<file path="config.mk">
export PLATFORM = sky130hd
export DESIGN_NAME = fetch_stage
export DESIGN_NICKNAME = d
export VERILOG_FILES = /design/src/rtl/fetch_stage_pkg.sv /design/src/rtl/fetch_stage.sv
export SDC_FILE = /design/constraint.sdc
export NUM_CORES = 1
export LEC_CHECK = 0
export BUFFER_PORTS_ARGS = -buffer_cell sky130_fd_sc_hd__buf_2
export CORE_UTILIZATION = 30
export CTS_CLUSTER_DIAMETER = 100
export DETAILED_ROUTE_END_ITERATION = 8
export HOLD_SLACK_MARGIN = 0.1
export SETUP_SLACK_MARGIN = 0.4
export SLEW_MARGIN = 30
export SYNTH_ARGS = -nofsm -noshare
export SYNTH_HDL_FRONTEND = slang
export SYNTH_SLANG_ARGS = --single-unit
</file>
<file path="constraint.sdc">
create_clock -name clk -period 6.8 [get_ports clk]
set_input_delay 1.7 -clock clk [delete_from_list [all_inputs] [get_ports clk]]
set_output_delay 1.7 -clock clk [all_outputs]
set_load 0.05 [all_outputs]
</file>
<file path="src/rtl/fetch_stage_pkg.sv">
// Shared constants and types for the instruction-fetch front end.
package fetch_stage_pkg;

  localparam int          EXCCODE_W    = 5;
  localparam logic [4:0]  EXC_ADEL     = 5'h04;
  localparam logic [31:0] RESET_PC_DEF = 32'hBFC0_0000;

  typedef enum logic {
    ST_RUN  = 1'b0,
    ST_HALT = 1'b1
  } fetch_state_e;

endpackage

</file>
<file path="src/rtl/fetch_stage.sv">
// Instruction-fetch front end: owns the PC, issues SRAM-like bus requests and
// fills the decode slot with each accepted fetch or a misaligned-PC exception.
module fetch_stage
  import fetch_stage_pkg::*;
#(
  parameter logic [31:0] RESET_PC = RESET_PC_DEF
) (
  input  logic                 clk,
  input  logic                 resetn,
  output logic                 inst_req,
  output logic [31:0]          inst_addr,
  input  logic                 inst_addr_ok,
  input  logic                 inst_data_ok,
  input  logic                 exc_redirect,
  input  logic [31:0]          exc_target,
  input  logic                 br_redirect,
  input  logic [31:0]          br_target,
  input  logic                 ready_i,
  output logic                 valid_o,
  output logic [31:0]          pc_o,
  output logic                 cancelled_o,
  output logic                 exc_o,
  output logic [EXCCODE_W-1:0] exccode_o,
  output logic [31:0]          perfcnt_fetch_waitaddr
);

  fetch_state_e         state_q, state_d;
  logic [31:0]          pc_q, pc_d;
  logic                 outstanding_q, outstanding_d;
  logic                 valid_q, valid_d;
  logic [31:0]          slot_pc_q, slot_pc_d;
  logic                 cancelled_q, cancelled_d;
  logic                 exc_q, exc_d;
  logic [EXCCODE_W-1:0] exccode_q, exccode_d;
  logic [31:0]          perf_q, perf_d;

  logic        adel;
  logic        fire;
  logic        redir;
  logic [31:0] redir_pc;

  always_comb begin
    adel     = (pc_q[1:0] != 2'b00);
    redir    = exc_redirect || br_redirect;
    redir_pc = exc_redirect ? exc_target : br_target;
    // Only one fetch in flight; the returning beat frees the slot the same cycle.
    inst_req = (state_q == ST_RUN) && ready_i && !adel &&
               !(outstanding_q && !inst_data_ok);
    fire     = inst_req && inst_addr_ok;
  end

  always_comb begin
    state_d       = state_q;
    pc_d          = pc_q;
    outstanding_d = outstanding_q;
    valid_d       = valid_q;
    slot_pc_d     = slot_pc_q;
    cancelled_d   = cancelled_q;
    exc_d         = exc_q;
    exccode_d     = exccode_q;
    perf_d        = perf_q;

    if (fire && !inst_data_ok) begin
      outstanding_d = 1'b1;
    end else if (!fire && inst_data_ok) begin
      outstanding_d = 1'b0;
    end

    // A redirect wins even over an accepted request, which then goes wrong-path.
    if (redir) begin
      pc_d = redir_pc;
    end else if (fire) begin
      pc_d = pc_q + 32'd4;
    end

    if (redir) begin
      state_d = ST_RUN;
    end

    if (ready_i) begin
      if (fire) begin
        valid_d     = 1'b1;
        slot_pc_d   = pc_q;
        exc_d       = 1'b0;
        cancelled_d = redir;
      end else if ((state_q == ST_RUN) && adel && !redir) begin
        valid_d     = 1'b1;
        slot_pc_d   = pc_q;
        exc_d       = 1'b1;
        exccode_d   = EXC_ADEL;
        cancelled_d = 1'b0;
        state_d     = ST_HALT;
      end else begin
        valid_d     = 1'b0;
        cancelled_d = 1'b0;
        exc_d       = 1'b0;
      end
    end else if (redir && valid_q && !exc_q) begin
      cancelled_d = 1'b1;
    end

    if (inst_req && !inst_addr_ok) begin
      perf_d = perf_q + 32'd1;
    end
  end

  always_ff @(posedge clk) begin
    if (!resetn) begin
      state_q       <= ST_RUN;
      pc_q          <= RESET_PC;
      outstanding_q <= 1'b0;
      valid_q       <= 1'b0;
      slot_pc_q     <= 32'd0;
      cancelled_q   <= 1'b0;
      exc_q         <= 1'b0;
      exccode_q     <= '0;
      perf_q        <= 32'd0;
    end else begin
      state_q       <= state_d;
      pc_q          <= pc_d;
      outstanding_q <= outstanding_d;
      valid_q       <= valid_d;
      slot_pc_q     <= slot_pc_d;
      cancelled_q   <= cancelled_d;
      exc_q         <= exc_d;
      exccode_q     <= exccode_d;
      perf_q        <= perf_d;
    end
  end

  assign inst_addr              = pc_q;
  assign valid_o                = valid_q;
  assign pc_o                   = slot_pc_q;
  assign cancelled_o            = cancelled_q;
  assign exc_o                  = exc_q;
  assign exccode_o              = exccode_q;
  assign perfcnt_fetch_waitaddr = perf_q;

endmodule

</file>
==> impl_metrics.csv, run 1 <==
group,metric,value,unit
drt,drtIter0Drc,316,
sta,period_minus_slack,4.44,ns
synth,ys_ff_latch,102,
global_route,grt_first_pass_wirelength,24000,um
cells_and_area,nNetsFinal,846,
floorplanning,core_area,16000,um2
synth,synthTopCellsByArea,"dfxtp_1 (41%), nand2_1 (7.4%), a21oi_1 (7.3%)",
clocking,h-tree-depth,3,
synth,ys_seq_area_share,41.3,%
power,irDropWorstVdd,138,uV
power,p_leak,2.58,nW
sta,period_share,65.3,%
drt,dr.pass1.iters,4,
clocking,hold_buffers,0,
sta,setup_viol,0,
hold_path,hold_class,"reg -> reg",
cells_and_area,drive_gt1_share,26.7,%
clocking,clock_sinks,102,
sta,clock.fmax,225,MHz
placement,dp_hpwl,11000,um
sta,rsz0062_at_grt,"no",
sta,final_max_slew_viol_count,0,
clocking,cts_buffer_depth,2,
synth,ys_warn_count,0,
clocking,insertion_delay,0.36,ns
critical_path,crit_required,5.10,ns
clocking,cts_tree,"done",
global_route,grt_max_degree,89,
drt,via_count,5076,
synth,netlist_area,4940,um2
power,p_per_area,237,nW/um2
drt,detail-route-antenna-nets,0,
global_route,grt_pass1_vias,4457,
drt,drc,0,
critical_path,endpoint_kind,"output pin",
clocking,clockRootBuffer,"clkbuf_16",
cells_and_area,fin_util,39.3,%
clocking,cts_inserted_buffers,9,
critical_path,worstPathMaxFanout,6,
synth,synthArstFlopShare,0,%
drt,vias_per_cell,5.11,
floorplanning,rows,46,
critical_path,start_kind,"primary input",
sta,fin_tns_setup,0,ns
sta,worst_pin_slew,1.00,ns
critical_path,crit_type,"in -> out",
critical_path,worstPathArrival,2.74,ns
drt,routed_wl,15600,um
global_route,antenna_found_initial,1,
sta,final-hold-violation-count,0,
floorplanning,die_area,17000,um2
synth,ys.flop_type,"dfxtp_1",
clocking,ctsResizeCount,0,
placement,gp_congestion,0.818,
cells_and_area,synthToLayoutAreaGrowth,27.2,%
synth,yosysTopAreaCellShare,41.3,%
sta,skew,0.0106,ns
synth,yosysTopAreaCell,"dfxtp_1",
status,run_status,"complete, no violations",
floorplanning,ios,176,
global_route,grt_usage,18.4,%
clocking,cts_setup_buffers,0,
drt,routedWlPerCell,15.7,um
floorplanning,die_y,130,um
global_route,grt_overflow_total,0,
floorplanning,fp.dieW,130,um
placement,numPortBuffers,171,
floorplanning,start_util,30.9,%
synth,synth_cells,625,
synth,avgSynthCellArea,7.91,um2
synth,synth_cell_types,56,
synth,synth_edf_count,0,
clocking,clkSlewWorstSetupHoldPaths,0.07,ns
flow_run,maxCapViolCount,0,
sta,max_slew_margin,33.2,%
## area by class of cell
| type | count | area [um2] |
|---|---|---|
| well taps | 216 | 270 |
| clock inverters | 4 | 95.1 |
| diodes | 1 | 2.50 |
| multi-input cells | 467 | 2680 |
| inverters | 15 | 56.3 |
| flip-flops and latches | 102 | 2040 |
| fillers | 1739 | 9710 |
| repair buffers | 177 | 901 |
| clock buffers | 11 | 243 |
## flip-flops by register name, summed over array words and instances, names as in the netlist
name,flops
cancelled_o,1
exc_o,1
exccode_o,1
inst_addr,32
outstanding_q,1
pc_o,32
perfcnt_fetch_waitaddr,32
state_q,1
valid_o,1
## metal layers
layer  vias up  global-route usage [%]  part of all wire (%)
met3        21                    4.28                   6.2
met2       153                    29.0                    45
met4         0                    6.96                   2.0
li1       2547                       -                     -
met1      2355                    24.5                    47
met5         -                       0                     0
## through the flow
step / instances / hold WS (ns) / setup slack, ns / cell area (um2) / power [mW]
6_report: 993 / 0.451 / 2.36 / 6290 / 1.49
5_1_grt: 993 / 0.473 / 2.32 / 6290 / 1.55
4_1_cts: 992 / 0.455 / 2.34 / 6290 / 1.51
3_5_place_dp: 977 / 0.441 / 2.34 / 5950 / 0.910
3_3_place_gp: 977 / 0.438 / 2.34 / 5950 / 0.909
2_1_floorplan: 628 / 0.457 / 2.25 / 4960 / 0.832
## final timing paths
| path | from | endpoint | slack [ns] | cells after the start |
|---|---|---|---|---|
| min | pc_o[5] | pc_o[5] | 0.45 | 2 |
| max reg2reg | inst_addr[0] | perfcnt_fetch_waitaddr[31] | 3.83 | 5 |
| min reg2reg | pc_o[5] | pc_o[5] | 0.45 | 2 |
| max | ready_i | inst_req | 2.36 | 4 |
## Yosys cell counts (5+ instances only)
cell      number
a21oi_1       72
a22oi_1       17
and2_1         5
and3_1         8
and4_1         5
buf_1          7
clkbuf_1      32
dfxtp_1      102
inv_1         13
mux2i_1        8
nand2_1       97
nand2b_1       9
nand3_1       22
nand4_1       25
nor2_1        42
nor3_1        11
nor4_1        13
o21ai_0       22
o22ai_1        9
o31a_1         7
or3_1         16
xnor2_1        9
xor2_1        16
## power by group
group	internal (mW)	switching (mW)	total (mW)	leakage (nW)
Clock	0.368	0.231	0.598	0.166
Sequential	0.621	0.0299	0.651	0.831
Combinational	0.0695	0.175	0.244	1.58
Total	1.06	0.435	1.49	2.58
## critical path: stages
cell and delay, ns:
buf_2 0.12, or4b_4 0.50, nor2_1 0.14, buf_2 0.27
## placed cells by master (no fill, tap or decap), types with 6 or more instances in the layout
cell         n
mux2i_1      8
buf_4        6
inv_1       13
o31a_1       7
a21oi_1     72
xnor2_1      9
nand2b_1     9
o22ai_1      9
or3_1       16
dfxtp_1    102
a22oi_1     17
o21ai_0     22
and3_1       8
xor2_1      16
nor3_1      11
nand4_1     25
clkbuf_16    9
nand2_1     97
nor2_1      41
buf_2      171
nor4_1      13
nand3_1     22
## cell families (layout without fill, tap and decap cells)
family | after synthesis | after routing | synth area share (%)
fa+ha+maj | 3 | 3 | 0.759
buf+inv | 59 | 207 | 4.81
mux | 9 | 9 | 1.85
other cells | 1 | 5 | 0.0758
compound gates | 156 | 156 | 19.4
flops | 102 | 102 | 41.3
xor+xnor | 25 | 25 | 4.43
simple gates | 270 | 270 | 27.4
Power figures use the tool's default switching activity.
==> run 2: changes to the inputs <==
clock period = 4.6 ns   (was 6.8 ns; I/O delays follow)
==> run 2 against run 1 <==
  * Sequential share of layout area rose by 0.084 points
  * Utilization fell by 0.10 points
  * Worst hold slack got worse by 0.0030 ns
  * Count of clock-buffer cells in the layout rose by 2
  * Worst setup slack got worse by 1.1 ns
  * Critical path depth did not move
  * Critical path type unchanged
  * Critical endpoint unchanged
==> impl_metrics.csv, run 2 (synthesis results as in run 1) <==
group,metric,value,unit
drt,drtIter0Drc,248,
floorplanning,start_util,30.9,%
placement,dpl_cell_area,5980,um2
drt,routed_wl,15800,um
drt,vias_per_cell,5.10,
critical_path,critPathMostFrequentCell,"buf_2",
sta,skew,0.00800,ns
status,run_status,"complete, no violations",
global_route,grt_first_pass_wirelength,24500,um
floorplanning,ios,176,
global_route,grt_max_degree,48,
global_route,antenna_found_initial,1,
clocking,clock_sinks,102,
clocking,cts_tree,"done",
critical_path,worstPathArrival,2.23,ns
clocking,h-tree-depth,3,
critical_path,critical-path-max-stage-delay,0.51,ns
sta,clock.fmax,296,MHz
sta,fin_tns_setup,0,ns
placement,gp_congestion,0.788,
placement,numPortBuffers,171,
clocking,cts_setup_buffers,0,
drt,dr.pass1.iters,4,
global_route,grt_overflow_total,0,
drt,drc,0,
critical_path,endpoint_kind,"output pin",
floorplanning,core_area,16000,um2
cells_and_area,fin_util,39.2,%
drt,via_count,5080,
global_route,grt_usage,18.9,%
critical_path,cp-startpoint,"ready_i",
power,p_leak,2.57,nW
sta,period_minus_slack,3.38,ns
clocking,ctsResizeCount,0,
critical_path,crit_type,"in -> out",
cells_and_area,synthToLayoutAreaGrowth,26.8,%
floorplanning,die_area,17000,um2
clocking,cts_inserted_buffers,9,
clocking,clkSlewWorstSetupHoldPaths,0.06,ns
cells_and_area,layout.cells.most_common,"buf_2",
power,total_power,2.10,mW
critical_path,start_kind,"primary input",
clocking,insertion_delay,0.35,ns
placement,dp_hpwl,11300,um
sta,final_max_slew_viol_count,0,
cells_and_area,stdcell_count,996,
global_route,grt_pass1_vias,4511,
sta,rsz0062_at_grt,"no",
power,p_per_area,334,nW/um2
power,irDropWorstVdd,171,uV
drt,routedWlPerCell,15.9,um
floorplanning,fp.dieW,130,um
floorplanning,rows,46,
clocking,clockRootBuffer,"clkbuf_16",
placement,dp_cells,979,
critical_path,reg2reg_depth,5,
cells_and_area,final_cell_mix,"buf_2 (171), dfxtp_1 (102), nand2_1 (97)",
floorplanning,die_y,130,um
critical_path,cpMaxStageDelayCell,"or4b_4",
cells_and_area,nNetsFinal,848,
sta,worst_slack,1.22,ns
cells_and_area,drive_gt1_share,26.7,%
sta,worst_pin_slew,0.795,ns
sta,final-hold-violation-count,0,
flow_run,maxCapViolCount,0,
critical_path,r2r_start,"inst_addr[0]",
critical_path,worstPathMaxFanout,6,
hold_path,hold_class,"reg -> reg",
critical_path,crit_required,3.45,ns
sta,setup_viol,0,
clocking,cts_buffer_depth,2,
drt,detail-route-antenna-nets,0,
clocking,hold_buffers,0,
placement,post-place-ws,0.927,ns
sta,holdWs,0.448,ns
critical_path,path_cells,"buf_2 > or4b_4 > nor2_1 > buf_2",
critical_path,reg2reg_to,"perfcnt_fetch_waitaddr[31]",
cells_and_area,design_area,6270,um2
critical_path,critical_path.endpoint,"inst_req",
sta,period_share,73.4,%
sta,max_slew_margin,46.9,%
critical_path,rrSetupSlack,1.68,ns
run 2: cell type report:
type                            instances  area, um2
Sequential cell                       102       2040
Clock buffer                           13        250
Clock inverter                          3       43.8
Timing Repair Buffer                  179        928
Fill cell                            1745       9730
Antenna cell                            1       2.50
Tap cell                              216        270
Multi-Input combinational cell        467       2680
Inverter                               15       56.3
run 2: how the worst min path moves through the flow:
| stage | from | end | slack, ns | depth (start not counted) |
|---|---|---|---|---|
| floorplan | state_q | state_q | 0.46 | 2 |
| global placement | pc_o[31] | pc_o[31] | 0.44 | 2 |
| detailed placement | pc_o[29] | pc_o[29] | 0.44 | 2 |
| CTS | pc_o[29] | pc_o[29] | 0.45 | 2 |
| global route | pc_o[31] | pc_o[31] | 0.47 | 2 |
| finish | pc_o[31] | pc_o[31] | 0.45 | 2 |
run 2: report_power, final:
| group | internal [mW] | total (mW) | switching (mW) | leakage, nW |
|---|---|---|---|---|
| combinational | 0.106 | 0.367 | 0.261 | 1.60 |
| clock | 0.438 | 0.767 | 0.329 | 0.144 |
| sequential | 0.918 | 0.962 | 0.0445 | 0.831 |
run 2: critical path, delay by kind of cell:
| kind | cells | cell delay (ns) |
|---|---|---|
| and+or+nand+nor | 2 | 0.66 |
| buffers and inverters | 2 | 0.41 |
run 2: layer usage:
metal  vias to the layer above  share of wire (%)  global-route usage [%]
met5                         -                  0                       0
met4                         0                1.7                    6.83
met3                        18                5.5                    4.52
met2                       156                 45                    29.3
met1                      2363                 48                    25.6
li1                       2543                  -                       -
==> run 3: changes to the inputs <==
ABC_AREA = 1   (was default)
clock period = 3 ns   (was 4.6 ns; I/O delays follow)
==> run 3 against run 2 <==
  * Flip-flop and latch count is the same
  * Final area grew 17%
  * Count of clock-buffer cells in the layout fell by 1
  * Sequential share of layout area decreased by 4.7 points
  * Clock power increased by 60%
  * Critical path type unchanged
  * Largest cell class unchanged
==> impl_metrics.csv, run 3 <==
group,metric,value,unit
critical_path,worstPathMaxFanout,4,
floorplanning,die_y,143,um
critical_path,cp_top_family,"buffers and inverters",
synth,synth_cells,968,
critical_path,endpoint_kind,"output pin",
hold_path,worstHoldStart,"outstanding_q",
sta,holdWs,0.447,ns
global_route,grt_first_pass_wirelength,31900,um
floorplanning,start_util,30.7,%
drt,detail-route-antenna-nets,0,
power,seqPwrFrac,42.6,%
synth,synthArstFlopShare,0,%
sta,final_max_slew_viol_count,0,
critical_path,path_cells,"buf_2 > nand2_1 > nor2_4 > nand2_1 > inv_1 > buf_2",
placement,dp_cells,1375,
critical_path,r2r_start,"inst_addr[4]",
clocking,cts_setup_buffers,0,
synth,post-synth-top-count-cell,"nand2_1",
cells_and_area,fin_util,37.7,%
synth,ys_seq_area_share,34.2,%
power,sw_frac_of_total,34.8,%
sta,clock.fmax,439,MHz
sta,skew,0.0167,ns
sta,setup_viol,0,
cells_and_area,synthToLayoutAreaGrowth,23.0,%
sta,rsz0062_at_grt,"no",
drt,routed_wl,20100,um
critical_path,critical-path-max-stage-delay,0.25,ns
synth,synthTopCellsByArea,"dfxtp_1 (34%), nand2_1 (18%), nor2_1 (11%)",
floorplanning,die_area,20500,um2
drt,dr.pass1.iters,5,
global_route,grt_overflow_total,0,
clocking,cts_tree,"done",
sta,final-hold-violation-count,0,
hold_path,hold_class,"reg -> reg",
power,irDropWorstVdd,265,uV
clocking,ctsResizeCount,0,
cells_and_area,final_cell_mix,"nand2_1 (284), nor2_1 (181), buf_2 (171)",
floorplanning,fp.dieW,143,um
cells_and_area,antenna_cells,0,
critical_path,reg2reg_depth,11,
clocking,cts_inserted_buffers,9,
global_route,grt_max_degree,79,
critical_path,reg2reg_to,"inst_addr[31]",
sta,worst_pin_slew,0.917,ns
placement,dp_hpwl,15300,um
cells_and_area,stdcell_count,1390,
clocking,insertion_delay,0.36,ns
cells_and_area,drive_gt1_share,20.3,%
clocking,cts_buffer_depth,2,
placement,numPortBuffers,171,
status,run_status,"complete, no violations",
critical_path,worstPathArrival,1.53,ns
clocking,clockRootBuffer,"clkbuf_16",
drt,via_count,6554,
sta,worst_slack,0.722,ns
flow_run,maxCapViolCount,0,
power,total_power,3.58,mW
critical_path,critical_path_buf_inv_count,3,
global_route,grt_usage,20.3,%
synth,ys.flop_type,"dfxtp_1",
drt,drc,0,
critical_path,start_kind,"primary input",
global_route,antenna_found_initial,0,
placement,post-place-ws,0.699,ns
critical_path,crit_type,"in -> out",
synth,synth_edf_count,0,
floorplanning,ios,176,
synth,yosysTopAreaCell,"dfxtp_1",
critical_path,cp-startpoint,"ready_i",
global_route,grt_pass1_vias,6115,
sta,period_share,75.9,%
synth,yosysTopAreaCellShare,34.2,%
clocking,hold_buffers,0,
synth,ys_top_cells_by_count,"nand2_1 (284), nor2_1 (181), dfxtp_1 (102)",
synth,ys_ff_latch,102,
clocking,clkSlewWorstSetupHoldPaths,0.06,ns
power,p_leak,3.31,nW
critical_path,crit_required,2.25,ns
power,p_per_area,488,nW/um2
floorplanning,rows,51,
sta,max_slew_margin,38.8,%
synth,ys_warn_count,0,
cells_and_area,nNetsFinal,1195,
hold_path,whs_endpoint,"outstanding_q",
synth,synth_cell_types,41,
synth,netlist_area,5970,um2
clocking,clock_sinks,102,
power,comb_power_share,23.2,%
floorplanning,core_area,19500,um2
hold_path,worstHoldPathCells,2,
synth,avgSynthCellArea,6.17,um2
cells_and_area,seqCellArea,2040,um2
critical_path,cpMaxStageDelayCell,"buf_2",
cells_and_area,design_area,7340,um2
placement,gp_congestion,0.926,
cells_and_area,n_fill_cell,2161,
clocking,h-tree-depth,3,
sta,period_minus_slack,2.28,ns
cells_and_area,multi_input_area,3460,um2
power,power.internal,2.34,mW
sta,fin_tns_setup,0,ns
drt,vias_per_cell,4.72,
drt,drtIter0Drc,491,
power,power.switching,1.25,mW
drt,routedWlPerCell,14.4,um
placement,dpl_cell_area,7040,um2
critical_path,rrSetupSlack,1.11,ns
cells_and_area,layout.cells.most_common,"nand2_1",
power,power_frac_clock,34.2,%
[run 3: changes by cell type in the layout (fill, tap and decap cells not counted), moves of 10 or more]
| cell | delta |
|---|---|
| nand3_1 | +12 |
| o21ai_0 | +52 |
| inv_1 | +54 |
| or3_1 | -16 |
| o21ai_1 | +16 |
| a22oi_1 | -17 |
| nor2_1 | +140 |
| nand2_1 | +187 |
| nand4_1 | -18 |
| nand3b_1 | +13 |
| xor2_1 | -10 |
| nor4_1 | -12 |
[run 3: power by group through the flow]
| stage | Clock, mW | Combinational, mW | Sequential, mW |
|---|---|---|---|
| 6_report | 1.23 | 0.829 | 1.53 |
| 5_1_grt | 1.32 | 0.899 | 1.54 |
| 4_1_cts | 1.26 | 0.835 | 1.53 |
| 3_5_place_dp | 0 | 0.832 | 1.56 |
| 3_3_place_gp | 0 | 0.830 | 1.56 |
| 2_1_floorplan | 0 | 0.320 | 1.82 |
[run 3: worst reg2reg max path: cells and delay by family, from the launching register on]
family,cells,cell delay [ns]
buffers and inverters,1,0.15
flip-flops,1,0.41
AND/OR/NAND/NOR,10,1.21
[run 3: layout make-up]
| type | instances | share of cell area (%) |
|---|---|---|
| clock buffer | 12 | 3.49 |
| clock inverter | 3 | 0.597 |
| inverter | 73 | 3.73 |
| multi-input combinational | 755 | 47.1 |
| sequential | 102 | 27.8 |
| tap | 265 | 4.52 |
| timing repair buffer | 180 | 12.7 |
[run 3: metal layers]
layer,wire length (um),global-route usage [%],vias up
met5,0,0,-
met4,331,6.73,0
met3,1140,3.89,20
met2,9490,34.1,195
met1,9100,25.9,2929
li1,-,-,3410
[run 3: logic make-up after synthesis]
| logic type | synth area share (%) |
|---|---|
| buf+inv | 8.05 |
| fa+ha+maj | 0.629 |
| flops | 34.2 |
| other cells | 0.0628 |
| xor+xnor | 1.03 |
| compound gates | 16.1 |
| simple gates | 40.0 |
[run 3: worst max-delay path by stage]
stage,end,cells past startpoint
global placement,inst_req,6
CTS,inst_req,6
global route,inst_req,6
floorplan,inst_req,4
detailed placement,inst_req,6
finish,inst_req,6
